===== src/rtl/apb_cmd_pkg.sv =====
// Shared types for the APB command master: transfer FSM states and register map indices.
package apb_cmd_pkg;

  typedef enum logic [1:0] {
    IDLE   = 2'd0,
    SETUP  = 2'd1,
    ACCESS = 2'd2
  } apb_state_e;

  typedef enum logic [3:0] {
    internal_status_reg = 4'd0,
    control_reg         = 4'd1,
    cent_1_reg          = 4'd2,
    cent_2_reg          = 4'd3,
    cent_3_reg          = 4'd4,
    cent_4_reg          = 4'd5,
    cent_5_reg          = 4'd6,
    cent_6_reg          = 4'd7,
    cent_7_reg          = 4'd8,
    cent_8_reg          = 4'd9,
    data_in_reg         = 4'd10,
    data_out_reg        = 4'd11,
    first_ram_addr_reg  = 4'd12,
    last_ram_addr_reg   = 4'd13
  } reg_idx_e;

endpackage


===== src/rtl/apb_cmd_fifo.sv =====
// Small synchronous FIFO for buffered APB commands. Besides the head it exposes the entry
// that becomes the head after a pop this cycle, so the master can start the next transfer
// without a bubble.
module apb_cmd_fifo #(
  parameter int unsigned Width = 8,
  parameter int unsigned Depth = 2
) (
  input  logic             clk_i,
  input  logic             rst_i,
  input  logic             push_i,
  input  logic [Width-1:0] push_data_i,
  input  logic             pop_i,
  output logic             full_o,
  output logic             empty_o,
  output logic [Width-1:0] head_o,
  output logic             next_valid_o,
  output logic [Width-1:0] next_data_o
);

  localparam int unsigned PtrW = (Depth > 1) ? $clog2(Depth) : 1;
  localparam int unsigned CntW = $clog2(Depth + 1);
  localparam logic [PtrW-1:0] LastPtr  = PtrW'(Depth - 1);
  localparam logic [CntW-1:0] DepthCnt = CntW'(Depth);
  localparam logic [CntW-1:0] OneCnt   = CntW'(1);

  logic [Width-1:0] mem_q [Depth];
  logic [Width-1:0] mem_d [Depth];
  logic [PtrW-1:0]  wr_ptr_q, wr_ptr_d;
  logic [PtrW-1:0]  rd_ptr_q, rd_ptr_d;
  logic [PtrW-1:0]  rd_ptr_inc;
  logic [CntW-1:0]  count_q, count_d;
  logic             push_ok, pop_ok;

  function automatic logic [PtrW-1:0] ptr_inc(input logic [PtrW-1:0] p);
    return (p == LastPtr) ? '0 : p + 1'b1;
  endfunction

  assign full_o     = (count_q == DepthCnt);
  assign empty_o    = (count_q == '0);
  assign push_ok    = push_i && !full_o;
  assign pop_ok     = pop_i && !empty_o;
  assign rd_ptr_inc = ptr_inc(rd_ptr_q);
  assign head_o     = mem_q[rd_ptr_q];

  // Head after a pop: second stored entry, or the word being pushed through right now.
  assign next_valid_o = (count_q > OneCnt) || push_ok;
  assign next_data_o  = (count_q > OneCnt) ? mem_q[rd_ptr_inc] : push_data_i;

  // Next-state for storage, pointers and occupancy.
  always_comb begin
    mem_d    = mem_q;
    wr_ptr_d = wr_ptr_q;
    rd_ptr_d = rd_ptr_q;
    count_d  = count_q;
    if (push_ok) begin
      mem_d[wr_ptr_q] = push_data_i;
      wr_ptr_d        = ptr_inc(wr_ptr_q);
    end
    if (pop_ok) begin
      rd_ptr_d = rd_ptr_inc;
    end
    unique case ({push_ok, pop_ok})
      2'b10:   count_d = count_q + 1'b1;
      2'b01:   count_d = count_q - 1'b1;
      default: count_d = count_q;
    endcase
  end

  // Pointer and count registers; reset empties the buffer.
  always_ff @(posedge clk_i or posedge rst_i) begin
    if (rst_i) begin
      wr_ptr_q <= '0;
      rd_ptr_q <= '0;
      count_q  <= '0;
    end else begin
      wr_ptr_q <= wr_ptr_d;
      rd_ptr_q <= rd_ptr_d;
      count_q  <= count_d;
    end
  end

  // Data storage needs no reset; occupancy tracking decides what is valid.
  always_ff @(posedge clk_i) begin
    mem_q <= mem_d;
  end

endmodule


===== src/rtl/apb_cmd_master.sv =====
// APB requester driven from a buffered command stream, with access timeout and a sticky
// interrupt capture flag.
module apb_cmd_master
  import apb_cmd_pkg::*;
#(
  parameter int unsigned addrWidth      = 9,
  parameter int unsigned dataWidth      = 91,
  parameter int unsigned fifo_depth     = 2,
  parameter int unsigned timeout_cycles = 255,
  parameter int unsigned to_width       = 8
) (
  input  logic                 clk,
  input  logic                 rst,
  input  logic                 cmd_valid,
  output logic                 cmd_ready,
  input  logic                 cmd_write,
  input  logic [addrWidth-1:0] cmd_addr,
  input  logic [dataWidth-1:0] cmd_wdata,
  output logic                 rsp_valid,
  output logic [dataWidth-1:0] rsp_rdata,
  output logic                 rsp_err,
  output logic                 psel,
  output logic                 penable,
  output logic                 pwrite,
  output logic [addrWidth-1:0] paddr,
  output logic [dataWidth-1:0] pwdata,
  input  logic [dataWidth-1:0] prdata,
  input  logic                 pready,
  input  logic                 interupt,
  input  logic                 irq_clr,
  output logic                 irq_flag,
  output logic                 busy
);

  localparam int unsigned CmdW = 1 + addrWidth + dataWidth;
  // Abort fires in the ACCESS cycle whose count equals this, i.e. the last allowed cycle.
  localparam logic [to_width-1:0] ToLimit = to_width'(timeout_cycles - 1);

  logic            fifo_push, fifo_pop, fifo_full, fifo_empty, fifo_next_valid;
  logic [CmdW-1:0] fifo_head, fifo_next;

  apb_state_e           state_q, state_d;
  logic                 psel_q, psel_d;
  logic                 penable_q, penable_d;
  logic                 pwrite_q, pwrite_d;
  logic [addrWidth-1:0] paddr_q, paddr_d;
  logic [dataWidth-1:0] pwdata_q, pwdata_d;
  logic                 rsp_valid_q, rsp_valid_d;
  logic                 rsp_err_q, rsp_err_d;
  logic [dataWidth-1:0] rsp_rdata_q, rsp_rdata_d;
  logic [to_width-1:0]  to_cnt_q, to_cnt_d;
  logic                 xfer_done, xfer_abort;
  logic                 intr_prev_q, intr_prev_d;
  logic                 irq_flag_q, irq_flag_d;

  assign cmd_ready = !fifo_full;
  assign fifo_push = cmd_valid && !fifo_full;

  apb_cmd_fifo #(
    .Width(CmdW),
    .Depth(fifo_depth)
  ) u_fifo (
    .clk_i       (clk),
    .rst_i       (rst),
    .push_i      (fifo_push),
    .push_data_i ({cmd_write, cmd_addr, cmd_wdata}),
    .pop_i       (fifo_pop),
    .full_o      (fifo_full),
    .empty_o     (fifo_empty),
    .head_o      (fifo_head),
    .next_valid_o(fifo_next_valid),
    .next_data_o (fifo_next)
  );

  // Transfer sequencing: next state, registered APB outputs, response and timeout.
  always_comb begin
    state_d     = state_q;
    psel_d      = psel_q;
    penable_d   = penable_q;
    pwrite_d    = pwrite_q;
    paddr_d     = paddr_q;
    pwdata_d    = pwdata_q;
    rsp_valid_d = 1'b0;
    rsp_err_d   = 1'b0;
    rsp_rdata_d = rsp_rdata_q;
    to_cnt_d    = to_cnt_q;
    fifo_pop    = 1'b0;
    xfer_done   = 1'b0;
    xfer_abort  = 1'b0;
    unique case (state_q)
      IDLE: begin
        if (!fifo_empty) begin
          state_d                       = SETUP;
          psel_d                        = 1'b1;
          penable_d                     = 1'b0;
          {pwrite_d, paddr_d, pwdata_d} = fifo_head;
        end
      end
      SETUP: begin
        state_d   = ACCESS;
        penable_d = 1'b1;
        to_cnt_d  = '0;
      end
      ACCESS: begin
        xfer_done  = pready;
        xfer_abort = !pready && (to_cnt_q == ToLimit);
        if (!pready && !xfer_abort) begin
          to_cnt_d = to_cnt_q + 1'b1;
        end
        if (xfer_done || xfer_abort) begin
          fifo_pop    = 1'b1;
          rsp_valid_d = 1'b1;
          rsp_err_d   = xfer_abort;
          rsp_rdata_d = (xfer_done && !pwrite_q) ? prdata : '0;
          penable_d   = 1'b0;
          if (fifo_next_valid) begin
            // Back-to-back: psel stays high, next command loaded straight into SETUP.
            state_d                       = SETUP;
            {pwrite_d, paddr_d, pwdata_d} = fifo_next;
          end else begin
            state_d = IDLE;
            psel_d  = 1'b0;
          end
        end
      end
      default: begin
        state_d   = IDLE;
        psel_d    = 1'b0;
        penable_d = 1'b0;
      end
    endcase
  end

  // FSM and all registered outputs; reset drops the bus immediately.
  always_ff @(posedge clk or posedge rst) begin
    if (rst) begin
      state_q     <= IDLE;
      psel_q      <= 1'b0;
      penable_q   <= 1'b0;
      pwrite_q    <= 1'b0;
      paddr_q     <= '0;
      pwdata_q    <= '0;
      rsp_valid_q <= 1'b0;
      rsp_err_q   <= 1'b0;
      rsp_rdata_q <= '0;
      to_cnt_q    <= '0;
    end else begin
      state_q     <= state_d;
      psel_q      <= psel_d;
      penable_q   <= penable_d;
      pwrite_q    <= pwrite_d;
      paddr_q     <= paddr_d;
      pwdata_q    <= pwdata_d;
      rsp_valid_q <= rsp_valid_d;
      rsp_err_q   <= rsp_err_d;
      rsp_rdata_q <= rsp_rdata_d;
      to_cnt_q    <= to_cnt_d;
    end
  end

  // Sticky interrupt: a rising edge beats a simultaneous clear.
  always_comb begin
    intr_prev_d = interupt;
    irq_flag_d  = irq_flag_q;
    if (interupt && !intr_prev_q) begin
      irq_flag_d = 1'b1;
    end else if (irq_clr) begin
      irq_flag_d = 1'b0;
    end
  end

  // Interrupt history and flag registers.
  always_ff @(posedge clk or posedge rst) begin
    if (rst) begin
      intr_prev_q <= 1'b0;
      irq_flag_q  <= 1'b0;
    end else begin
      intr_prev_q <= intr_prev_d;
      irq_flag_q  <= irq_flag_d;
    end
  end

  assign psel      = psel_q;
  assign penable   = penable_q;
  assign pwrite    = pwrite_q;
  assign paddr     = paddr_q;
  assign pwdata    = pwdata_q;
  assign rsp_valid = rsp_valid_q;
  assign rsp_err   = rsp_err_q;
  assign rsp_rdata = rsp_rdata_q;
  assign irq_flag  = irq_flag_q;
  assign busy      = !fifo_empty || (state_q != IDLE);

endmodule


===== config.mk =====
export PLATFORM = sky130hd
export DESIGN_NAME = apb_cmd_master
export DESIGN_NICKNAME = d
export VERILOG_FILES = /design/src/rtl/apb_cmd_pkg.sv /design/src/rtl/apb_cmd_fifo.sv /design/src/rtl/apb_cmd_master.sv
export SDC_FILE = /design/constraint.sdc
export NUM_CORES = 1
export LEC_CHECK = 0
export BUFFER_PORTS_ARGS = -buffer_cell sky130_fd_sc_hd__buf_4
export CORE_MARGIN = 2
export CORE_UTILIZATION = 55
export DETAILED_ROUTE_END_ITERATION = 10
export PLACE_DENSITY_LB_ADDON = 0.1
export SYNTH_ARGS = -nofsm -noshare
export SYNTH_HDL_FRONTEND = slang
export SYNTH_SLANG_ARGS = --single-unit
export TNS_END_PERCENT = 10

===== constraint.sdc =====
create_clock -name clk -period 10.6 [get_ports clk]
set_clock_uncertainty 0.2 [all_clocks]
set_input_delay 2.12 -clock clk [delete_from_list [all_inputs] [get_ports clk]]
set_output_delay 2.12 -clock clk [all_outputs]
set_load 0.01 [all_outputs]

* Word-level counts from Yosys, hierarchy flattened *
Cells that the tools add are included.

word-level totals
  bits in registers = 414
  input bits = 198
  logic and storage cells = 116

operators by class
  add/subtract/negate cells = 5
  magnitude comparators = 5
  equality and inequality tests = 11
  mux-type cells = 45
  bitwise gates (word level) = 4
  reductions and logical operators = 29

operators by type and width
  kind                                                  number
  two-way mux 101 bit                                   8
  two-way mux 91 bit                                    4
  bitwise mux 202 bit                                   1
  case mux 91 bit (2 select lines)                      1
  demux 101 bit (select 1 bit)                          1
  two-way mux 9 bit                                     3
  case mux 9 bit (2 select lines)                       1
  two-way mux 1 bit                                     17
  case mux 8 bit (2 select lines)                       1
  inequality test 2 bit (second input constant)         5
  nonzero test 2 bit                                    5
  adder 8 x 1 -> 8 bit (second input constant)          1
  equality test 8 bit (second input constant)           1
  logical AND 1 bit                                     8
  two-way mux 8 bit                                     1
  AND reduction 4 bit                                   2
  equality test 2 bit (second input constant)           3
  >= comparator 2 bit (second input constant)           3
  logical NOT 1 bit                                     6
  inverter 1 -> 2 bit                                   3
  case mux 1 bit (3 select lines)                       2
  case mux 2 bit (3 select lines)                       1
  AND reduction 2 bit                                   3
  equality test 2 x 1 -> 1 bit (second input constant)  2
  11 further kinds                                      16

* Logic depth before layout (Yosys ltp) *
Gate-level depths: netlist (run 1).

  depth in word-level cells = 10
  depth in mapped cells = 9
  gate-level depth less buffers = 8

* Hierarchy *
From an unflattened synthesis (run 1), not the netlist that was laid out.

second synthesis, totals
  cell total of the unflattened synthesis = 1613
  area, all modules = 19576.3 um2

modules (own cells, without submodules)
  module          instances  cells each  area an instance (um2)
  apb_cmd_fifo    1          563         10430.0
  apb_cmd_master  1          1050        9146.3

* Worst setup path before layout (run 1) *
OpenSTA, ideal clock, no wires.

  path kind = input to register
  from = in cmd_valid
  to = reg u_fifo.mem_q[101] in the netlist's numbering, enable pin
  setup time = 561 ps
  data arrival time = 6644 ps
  setup slack = 3195 ps
  stages on the path = 3
  path through = nor2b_1 > inv_1 > nor2_1

between the ends
  longest elaborated chain between the ends = 2

ends and longest elaborated chain
  item                    RTL line              text
  start: declaration      apb_cmd_master.sv:14  input logic cmd_valid,
  logical AND 1 bit       apb_cmd_master.sv:57  assign fifo_push = cmd_valid && !fifo_full;
  logical AND 1 bit       apb_cmd_fifo.sv:40    assign push_ok = push_i && !full_o;
  end signal: assignment  apb_cmd_fifo.sv:84    mem_q <= mem_d;
  end: declaration        apb_cmd_fifo.sv:26    logic [Width-1:0] mem_q [Depth];

Every way passes these cells.
A chain may end at the register's enable or synchronous reset.

* Worst setup path after layout (run 1) *
  from = in pready
  to = reg pwdata_q[62], in the netlist pwdata[62]

between the ends
  longest elaborated chain between the ends = 5

ends and longest elaborated chain
  item                               RTL line               text
  start: declaration                 apb_cmd_master.sv:28   input logic pready,
  logical NOT 1 bit                  apb_cmd_master.sv:106  xfer_abort = !pready && (to_cnt_q == ToLimit);
  logical AND 1 bit                  apb_cmd_master.sv:106
  logical OR 1 bit *                 apb_cmd_master.sv:110  if (xfer_done || xfer_abort) begin
  inequality test 2 bit (no line) *  n/a
  AND reduction 4 bit (no line) *    n/a
  end signal: assignment             apb_cmd_master.sv:153  pwdata_q <= pwdata_d;
  end: declaration                   apb_cmd_master.sv:47   logic [dataWidth-1:0] pwdata_q, pwdata_d;

Every way passes the cells marked *; elsewhere a longest branch is shown, timed or not.

==> results.cfg, run 1 <==
[drt]
wl_mm = 49.18
drt_iter0_drc = 1056
vias_per_cell = 5.669
drc = 0
vias = 14260
wire_per_inst_um = 19.55
ant_nets = 0
first_pass_iters = 7

[layout]
multi_input_area_um2 = 7363
fin_nets = 2229
n_fill_cell = 2497
final_cell_mix = buf_4, nand2_1, dfrtp_1
syn_to_final_growth_pct = 23.92
stdcell_count = 2515
final_common_cell = buf_4
final_util_pct = 69.22
regArea_um2 = 11350
drive_gt1_share_pct = 27.70

[sta]
rsz0062_at_grt = no
whs_ns = 0.2434
tns_ns = 0
tightest_slew_ns = 1.237
post-route-min-period_ns = 4.329
slew_violations = 0
setup_viol = 0
max_freq_mhz = 231.0
hold_violations = 0
finalCritPeriodShare_pct = 40.84
relSlewSlack_pct = 17.51
fin_ws_ns = 6.271

[logic_synthesis]
synthFlopType = dfrtp_1
avgSynthCellArea_um2 = 11.32
ys_seq_elements = 413
synth_edf_count = 202
seq_area_frac_synth_pct = 58.66
syn-instance-count = 1709
syn_nets = 1913
ys_async_sr_fraction_pct = 51.09
synthDistinctLibCells = 45
netlist_area_um2 = 19340
yosys_warnings = 0

[hold_path]
min_from = intr_prev_q
holdCritPathClass = reg -> reg

[worst_setup_path]
rr_startpoint = state_q[0]
critical_path_class = in -> reg
crit_path_start_kind = input pin
cp.arrival_ns = 4.55
startpoint = pready
required_ns = 10.82
cp_max_fo = 102
worstSetupEndpointType = register

[clocking]
hold_buffers = 0
clock_sinks = 413
htree_levels = 2
cts_root_buffer = clkbuf_16
cts_buffers = 44
cts_tree = yes
cts_resized = 0
post_cts_buffers = 0
clk_latency_ns = 0.54
cts_max_path_buffers = 3
path_clk_slew_ns = 0.06

[floorplan]
core_um2 = 34630
die_h_um = 191.5
start_util_pct = 55.85
die_x_um = 191.5
die_area_um2 = 36680
rows = 68
io_pins = 397

[global_routing]
overflow = 0
grt_usage_pct = 26.49
antenna_found_initial = 3
grt_pass1_wl_mm = 76.02
grt_max_degree = 194
grt_pass1_vias = 14270

[power]
netSwitchingPower_mw = 2.573
vdd_drop_max_uv = 282.9
leakage_nw = 10.79
internal-power_mw = 4.853
switching_share_pct = 34.65
power_frac_clock_pct = 21.9
power_frac_comb_pct = 43.2
p_per_area_nw_per_um2 = 309.8
p_seq_share_pct = 34.8

[placement]
port_buffers = 396
pre_cts_ws_ns = 5.770
dp_hpwl_mm = 29.60
gp_routability_congestion = 0.7527
placedCellCount = 2434

[status]
status = finished, final reports clean

[flow_run]
max_cap_viol_count = 0
registers in the layout (all words and copies together), names as in the netlist:
name             flops
irq_flag             1
u_fifo.wr_ptr_q      1
u_fifo.count_q       2
paddr                9
to_cnt_q             8
rsp_err              1
pwdata              91
u_fifo.rd_ptr_q      1
u_fifo.mem_q       202
pwrite               1
intr_prev_q          1
rsp_valid            1
rsp_rdata           91
psel                 1
state_q              2
routing by layer:
metal	up-vias	GRT usage, %	share of wire, %
met5	-	0	0.033
met1	7000	32.99	40
met2	457	44.45	49
met4	2	9.615	3.0
li1	6712	-	-
met3	86	7.068	7.9
power groups by stage:
stage               registers, mW  logic (mW)  clock network [mW]
finish                       2.59        3.21                1.63
global route                 2.66        3.50                1.72
CTS                          2.59        3.24                1.66
detailed placement           2.61        3.23                   0
global placement             2.58        3.12                   0
floorplan                    2.69        2.08                   0
synth_stat cells (2+ instances only):
library cell | n | area [um2]
a211o_1 | 100 | 875.8
a21oi_1 | 202 | 1011
a31oi_1 | 2 | 12.51
and3_1 | 2 | 12.51
buf_1 | 8 | 30.03
buf_2 | 34 | 170.2
buf_4 | 3 | 22.52
buf_6 | 9 | 101.4
clkbuf_1 | 87 | 326.6
dfrtp_1 | 211 | 5280
edfxtp_1 | 202 | 6066
ha_1 | 6 | 75.07
inv_1 | 9 | 33.78
mux2_1 | 20 | 225.2
mux2_2 | 33 | 371.6
mux2_4 | 47 | 705.7
mux2i_1 | 2 | 20.02
nand2_1 | 297 | 1115
nand2b_1 | 202 | 1264
nand3_1 | 7 | 35.03
nand4b_1 | 91 | 797.0
nor2_1 | 6 | 22.52
nor2b_1 | 4 | 25.02
nor3b_1 | 2 | 15.01
o211ai_1 | 3 | 22.52
o21ai_0 | 95 | 475.5
o31ai_1 | 3 | 22.52
xnor2_1 | 2 | 17.52
xor2_1 | 4 | 35.03
metrics by stage:
step | cell area, um2 | total power, mW
final | 23970 | 7.426
after global routing | 23970 | 7.877
after CTS | 23960 | 7.484
after detailed placement | 22440 | 5.837
after global placement | 22440 | 5.703
after floorplan | 19340 | 4.767
worst max-delay path: stages:
cell and delay, ns:
buf_4 0.75, nor3b_4 0.10, o21ai_4 0.20, a21boi_4 0.26, buf_12 0.53, mux2_2 0.42
logic make-up (layout without fill, tap and decap cells):
group	after synthesis	count (layout)	share of synthesized area [%]
DFF	413	413	58.66
xor gates and xnor gates	6	6	0.2717
AOI/OAI and AO/OA	412	412	12.89
muxes	102	102	6.838
buffers and inverters	150	499	3.539
other	0	2	0
and+or+nand+nor	620	620	17.41
adders and majority gates	6	6	0.3881
worst paths after layout:
check / endpoint / depth (start not counted) / slack (ns)
worst max-delay path: pwdata[62] / 6 / 6.27
max in group asynchronous: u_fifo.rd_ptr_q / 3 / 7.08
worst min-delay path: irq_flag / 1 / 0.24
worst min register to register: irq_flag / 1 / 0.24
worst max register to register: pwdata[51] / 7 / 7.25
min in group asynchronous: rsp_rdata[2] / 2 / 1.49
layout make-up:
class | count | area share [%]
clock buffers | 59 | 5.126
inverters | 9 | 0.1723
repair buffers | 411 | 12.98
well taps | 455 | 2.375
clock inverters | 20 | 1.248
diodes | 2 | 0.02088
multi-input cells | 1146 | 30.72
flip-flops and latches | 413 | 47.36
Note: power is estimated with default switching activity, not from simulation.
==> run 2, diff against run 1 <==
- clock period: 10.6 -> 4.35 ns (I/O delays scaled with it)
==> run 2 against run 1 <==
Setup slack worse by 4.8 ns. Clock power is 120% higher. Global-route usage barely moved. Cell count rose by 0.40%. First-iteration DRC count decreased by 20%. Combinational power grew 140%. Cell area about the same. Routed wire length grew 0.73%. Critical path type is now reg -> reg. Hold slack lost 0.081 ns. Sequential power rose by 140%. Sequential share of layout area about the same. Critical endpoint is now pwdata[7]. Flip-flop and latch count did not move.
==> results.cfg, run 2 (synthesis results as in run 1) <==
[clocking]
post_cts_buffers = 0
cts_tree = yes
htree_levels = 2
cts_buffers = 45
cts_max_path_buffers = 3
hold_buffers = 0
cts_resized = 0
cts_root_buffer = clkbuf_16
clk_latency_ns = 0.54
path_clk_slew_ns = 0.06
clock_sinks = 413

[power]
switching_share_pct = 35.30
vdd_drop_max_uv = 510.5
p_total_mw = 17.75
power_frac_comb_pct = 44.1
p_seq_share_pct = 35.7
p_per_area_nw_per_um2 = 741.2
netSwitchingPower_mw = 6.264
leakage_nw = 10.78
power_frac_clock_pct = 20.1
internal-power_mw = 11.48

[status]
status = finished, final reports clean

[worst_setup_path]
worstSetupEndpointType = register
startpoint = u_fifo.rd_ptr_q
cp_max_fo = 122
crit_path_start_kind = register
rr_worst_depth = 5
critical_path_class = reg -> reg
endpoint = pwdata[7]
rr_startpoint = u_fifo.rd_ptr_q
required_ns = 4.56
regToRegSetupSlack_ns = 1.46
cp.arrival_ns = 3.10
r2r_end = pwdata[7]

[sta]
whs_ns = 0.1629
max_freq_mhz = 345.6
hold_violations = 0
post-route-min-period_ns = 2.893
tns_ns = 0
finalCritPeriodShare_pct = 66.51
relSlewSlack_pct = 26.08
fin_ws_ns = 1.457
tightest_slew_ns = 1.109
rsz0062_at_grt = no
slew_violations = 0
setup_viol = 0

[layout]
n_fill_cell = 2628
drive_gt1_share_pct = 27.77
syn_to_final_growth_pct = 23.81
fin_nets = 2237
final_cell_mix = buf_4, nand2_1, dfrtp_1
largest_register_ffs = 202
multi_input_area_um2 = 7363
final_common_cell = buf_4
regArea_um2 = 11350
regMostFlops = u_fifo.mem_q
stdcell_count = 2525

[placement]
placedCellCount = 2441
pre_cts_ws_ns = 1.450
gp_routability_congestion = 0.7841
port_buffers = 396
dp_hpwl_mm = 30.09

[floorplan]
die_area_um2 = 36680
die_x_um = 191.5
start_util_pct = 55.85
rows = 68
io_pins = 397
die_h_um = 191.5
core_um2 = 34630

[drt]
vias_per_cell = 5.691
wire_per_inst_um = 19.62
drc = 0
vias = 14370
wl_mm = 49.54
ant_nets = 0
first_pass_iters = 7
drt_iter0_drc = 840

[global_routing]
grt_usage_pct = 26.52
overflow = 0
antenna_found_initial = 3
grt_pass1_vias = 14360
grt_max_degree = 167
grt_pass1_wl_mm = 76.76

[hold_path]
holdCritPathClass = in -> async

[flow_run]
max_cap_viol_count = 0
run 2: layout make-up:
cell class                 instances  area share (%)
antenna                            3         0.03135
clock buffer                      66           5.492
clock inverter                    15          0.2665
inverter                           9          0.1568
multi-input combinational       1146           30.75
sequential                       413           47.40
tap                              455           2.377
timing repair buffer             418           13.52
run 2: worst max-delay path, stage by stage, from the launching register on:
cell      delay (ns)
dfrtp_4         1.06
buf_4           0.61
nand2b_1        0.17
a21oi_1         0.06
a211o_1         0.28
mux2_1          0.29
run 2: layer usage:
layer / global-route usage [%] / up-vias / routed length (um)
met5: 0 / - / 0
li1: - / 6745 / -
met2: 44.31 / 430 / 24470
met4: 8.609 / 0 / 1358
met3: 6.885 / 71 / 3805
met1: 33.76 / 7125 / 19900
run 2: worst min path at each step:
stage	from	end	slack, ns	depth (start not counted)
floorplan	intr_prev_q	irq_flag	0.21	1
global placement	intr_prev_q	irq_flag	0.22	1
detailed placement	intr_prev_q	irq_flag	0.23	1
CTS	rst	rsp_rdata[60]	0.15	2
global route	rst	rsp_rdata[60]	0.19	2
finish	rst	rsp_rdata[60]	0.16	2
run 2: stage by stage:
step                cell area, um2  util (%)
floorplan                    19340         -
global route                 23940     69.14
CTS                          23940     69.13
detailed placement           22560     65.15
global placement             22560     65.15
finish                       23950     69.15
run 2: power by group through the flow:
stage	combinational, mW	clock, mW	sequential (mW)
CTS	7.88	3.64	6.34
floorplan	5.06	0	6.55
global placement	7.66	0	6.32
global route	8.52	3.77	6.51
finish	7.83	3.57	6.34
detailed placement	7.86	0	6.39
==> run 3, diff against run 2 <==
- clock period: 4.35 -> 3 ns (I/O delays scaled with it)
==> run 3 against run 2 <==
Routed wire length increased by 1.3%. Clock power increased by 51%. Cell area increased by 1.1%. Non-clock buffer count increased by 16. Largest power group unchanged. Highest routed layer is now met5.
==> results.cfg, run 3 (synthesis results as in run 1) <==
[power]
p_per_area_nw_per_um2 = 1078
leakage_nw = 10.91
vdd_drop_max_uv = 732.9

[sta]
rsz0062_at_grt = no
fin_ws_ns = 0.3790
finalCritPeriodShare_pct = 87.37
max_freq_mhz = 381.5
hold_violations = 0
tightest_slew_ns = 0.9996
relSlewSlack_pct = 33.36
whs_ns = 0.04229
slew_violations = 0
post-route-min-period_ns = 2.621
setup_viol = 0

[layout]
final_util_pct = 69.91
regMostFlops = u_fifo.mem_q
syn_to_final_growth_pct = 25.16
drive_gt1_share_pct = 28.37
final_common_cell = buf_4
largest_register_ffs = 202
stdcell_count = 2540
final_cell_mix = buf_4, nand2_1, dfrtp_1
fin_nets = 2253

[floorplan]
die_h_um = 191.5
core_um2 = 34630
die_area_um2 = 36680
start_util_pct = 55.85
io_pins = 397
die_x_um = 191.5
rows = 68

[clocking]
cts_root_buffer = clkbuf_16
cts_buffers = 45
cts_tree = yes
cts_max_path_buffers = 3
cts_resized = 0
clk_latency_ns = 0.54
htree_levels = 2
clock_sinks = 413
path_clk_slew_ns = 0.06

[worst_setup_path]
worstSetupEndpointType = register
cp_slowest_cell = dfrtp_1
cp_max_fo = 67
critical_path_class = reg -> reg
cp.arrival_ns = 2.83
critical-path-top-delay-family = buffers and inverters
crit_buf_inv = 2
cp_slowest_stage_delay_ns = 0.44
crit_path_start_kind = register
path_cells = inv_1 > ha_1 > or3_1 > a21boi_4 > buf_12 > mux2_2
required_ns = 3.21

[global_routing]
grt_pass1_vias = 14490
grt_max_degree = 175
grt_pass1_wl_mm = 77.65
grt_usage_pct = 26.79
overflow = 0
antenna_found_initial = 3

[drt]
wire_per_inst_um = 19.75
vias_per_cell = 5.694
drc = 0
wl_mm = 50.17
vias = 14460
ant_nets = 0
drt_iter0_drc = 852
first_pass_iters = 5

[flow_run]
max_cap_viol_count = 0

[placement]
pre_cts_ws_ns = 0.3967
port_buffers = 396
placedCellCount = 2455
gp_routability_congestion = 0.8178
dp_hpwl_mm = 31.35

[status]
status = finished, final reports clean

[hold_path]
holdCritPathClass = in -> reg
## run 3: changes by cell type in the layout (fill, tap and decap cells not counted), moves of 2 or more
cell and delta:
clkinv_1 -9, buf_12 +7, buf_4 +7, clkbuf_1 +6
bufinv_16 +3, clkbuf_8 -3, clkinv_2 +3, dlygate4sd3_1 +2
## run 3: timing repair
item | CTS | global route
buffers inserted | 0 | 0
hold buffers | 2 | 0
hold endpoints to repair | 10 | 0
## run 3: report_power, final
part	leakage, nW	switching, mW	total (mW)	internal [mW]
clock network	0.709	2.17	5.39	3.22
registers	4.53	1.13	9.12	7.99
logic	5.67	5.81	11.6	5.77
## run 3: final timing paths
path | startpoint | end | slack [ns] | cells after the start
hold / removal | irq_clr | irq_flag | 0.04 | 2
max in group asynchronous | rst | rsp_rdata[13] | 1.35 | 5
setup reg to reg | u_fifo.count_q[1] | pwdata[77] | 0.38 | 6
setup / recovery | u_fifo.count_q[1] | pwdata[77] | 0.38 | 6
min in group asynchronous | rst | intr_prev_q | 0.38 | 3
hold reg to reg | intr_prev_q | irq_flag | 0.23 | 1
## run 3: layout make-up
type / instances / area, um2
diodes: 2 / 5.005
flip-flops and latches: 413 / 11350
multi-input cells: 1146 / 7363
fillers: 2496 / 10420
clock buffers: 69 / 1296
repair buffers: 434 / 3451
clock inverters: 12 / 135.1
well taps: 455 / 569.3
inverters: 9 / 37.54
## run 3: per-stage QoR
stage / setup TNS (ns) / area, um2 / power [mW]
after global routing: 0 / 24210 / 27.63
after floorplan: -121.76 / 19350 / 16.79
after global placement: 0 / 22750 / 20.44
after detailed placement: 0 / 22750 / 20.84
after CTS: 0 / 24200 / 26.27
final: 0 / 24210 / 26.10
## run 3: routing by layer
layer,vias up,GRT usage (%),wire [um]
li1,6772,-,-
met1,7140,32.68,19470
met2,450,45.72,25060
met3,98,7.160,3879
met4,2,9.675,1744
met5,-,0,14
## run 3: worst register-to-register path, stage by stage (launching register included)
cell and delay, ns:
dfrtp_1 0.44, inv_1 0.09, ha_1 0.22, or3_1 0.37
a21boi_4 0.24, buf_12 0.43, mux2_2 0.49
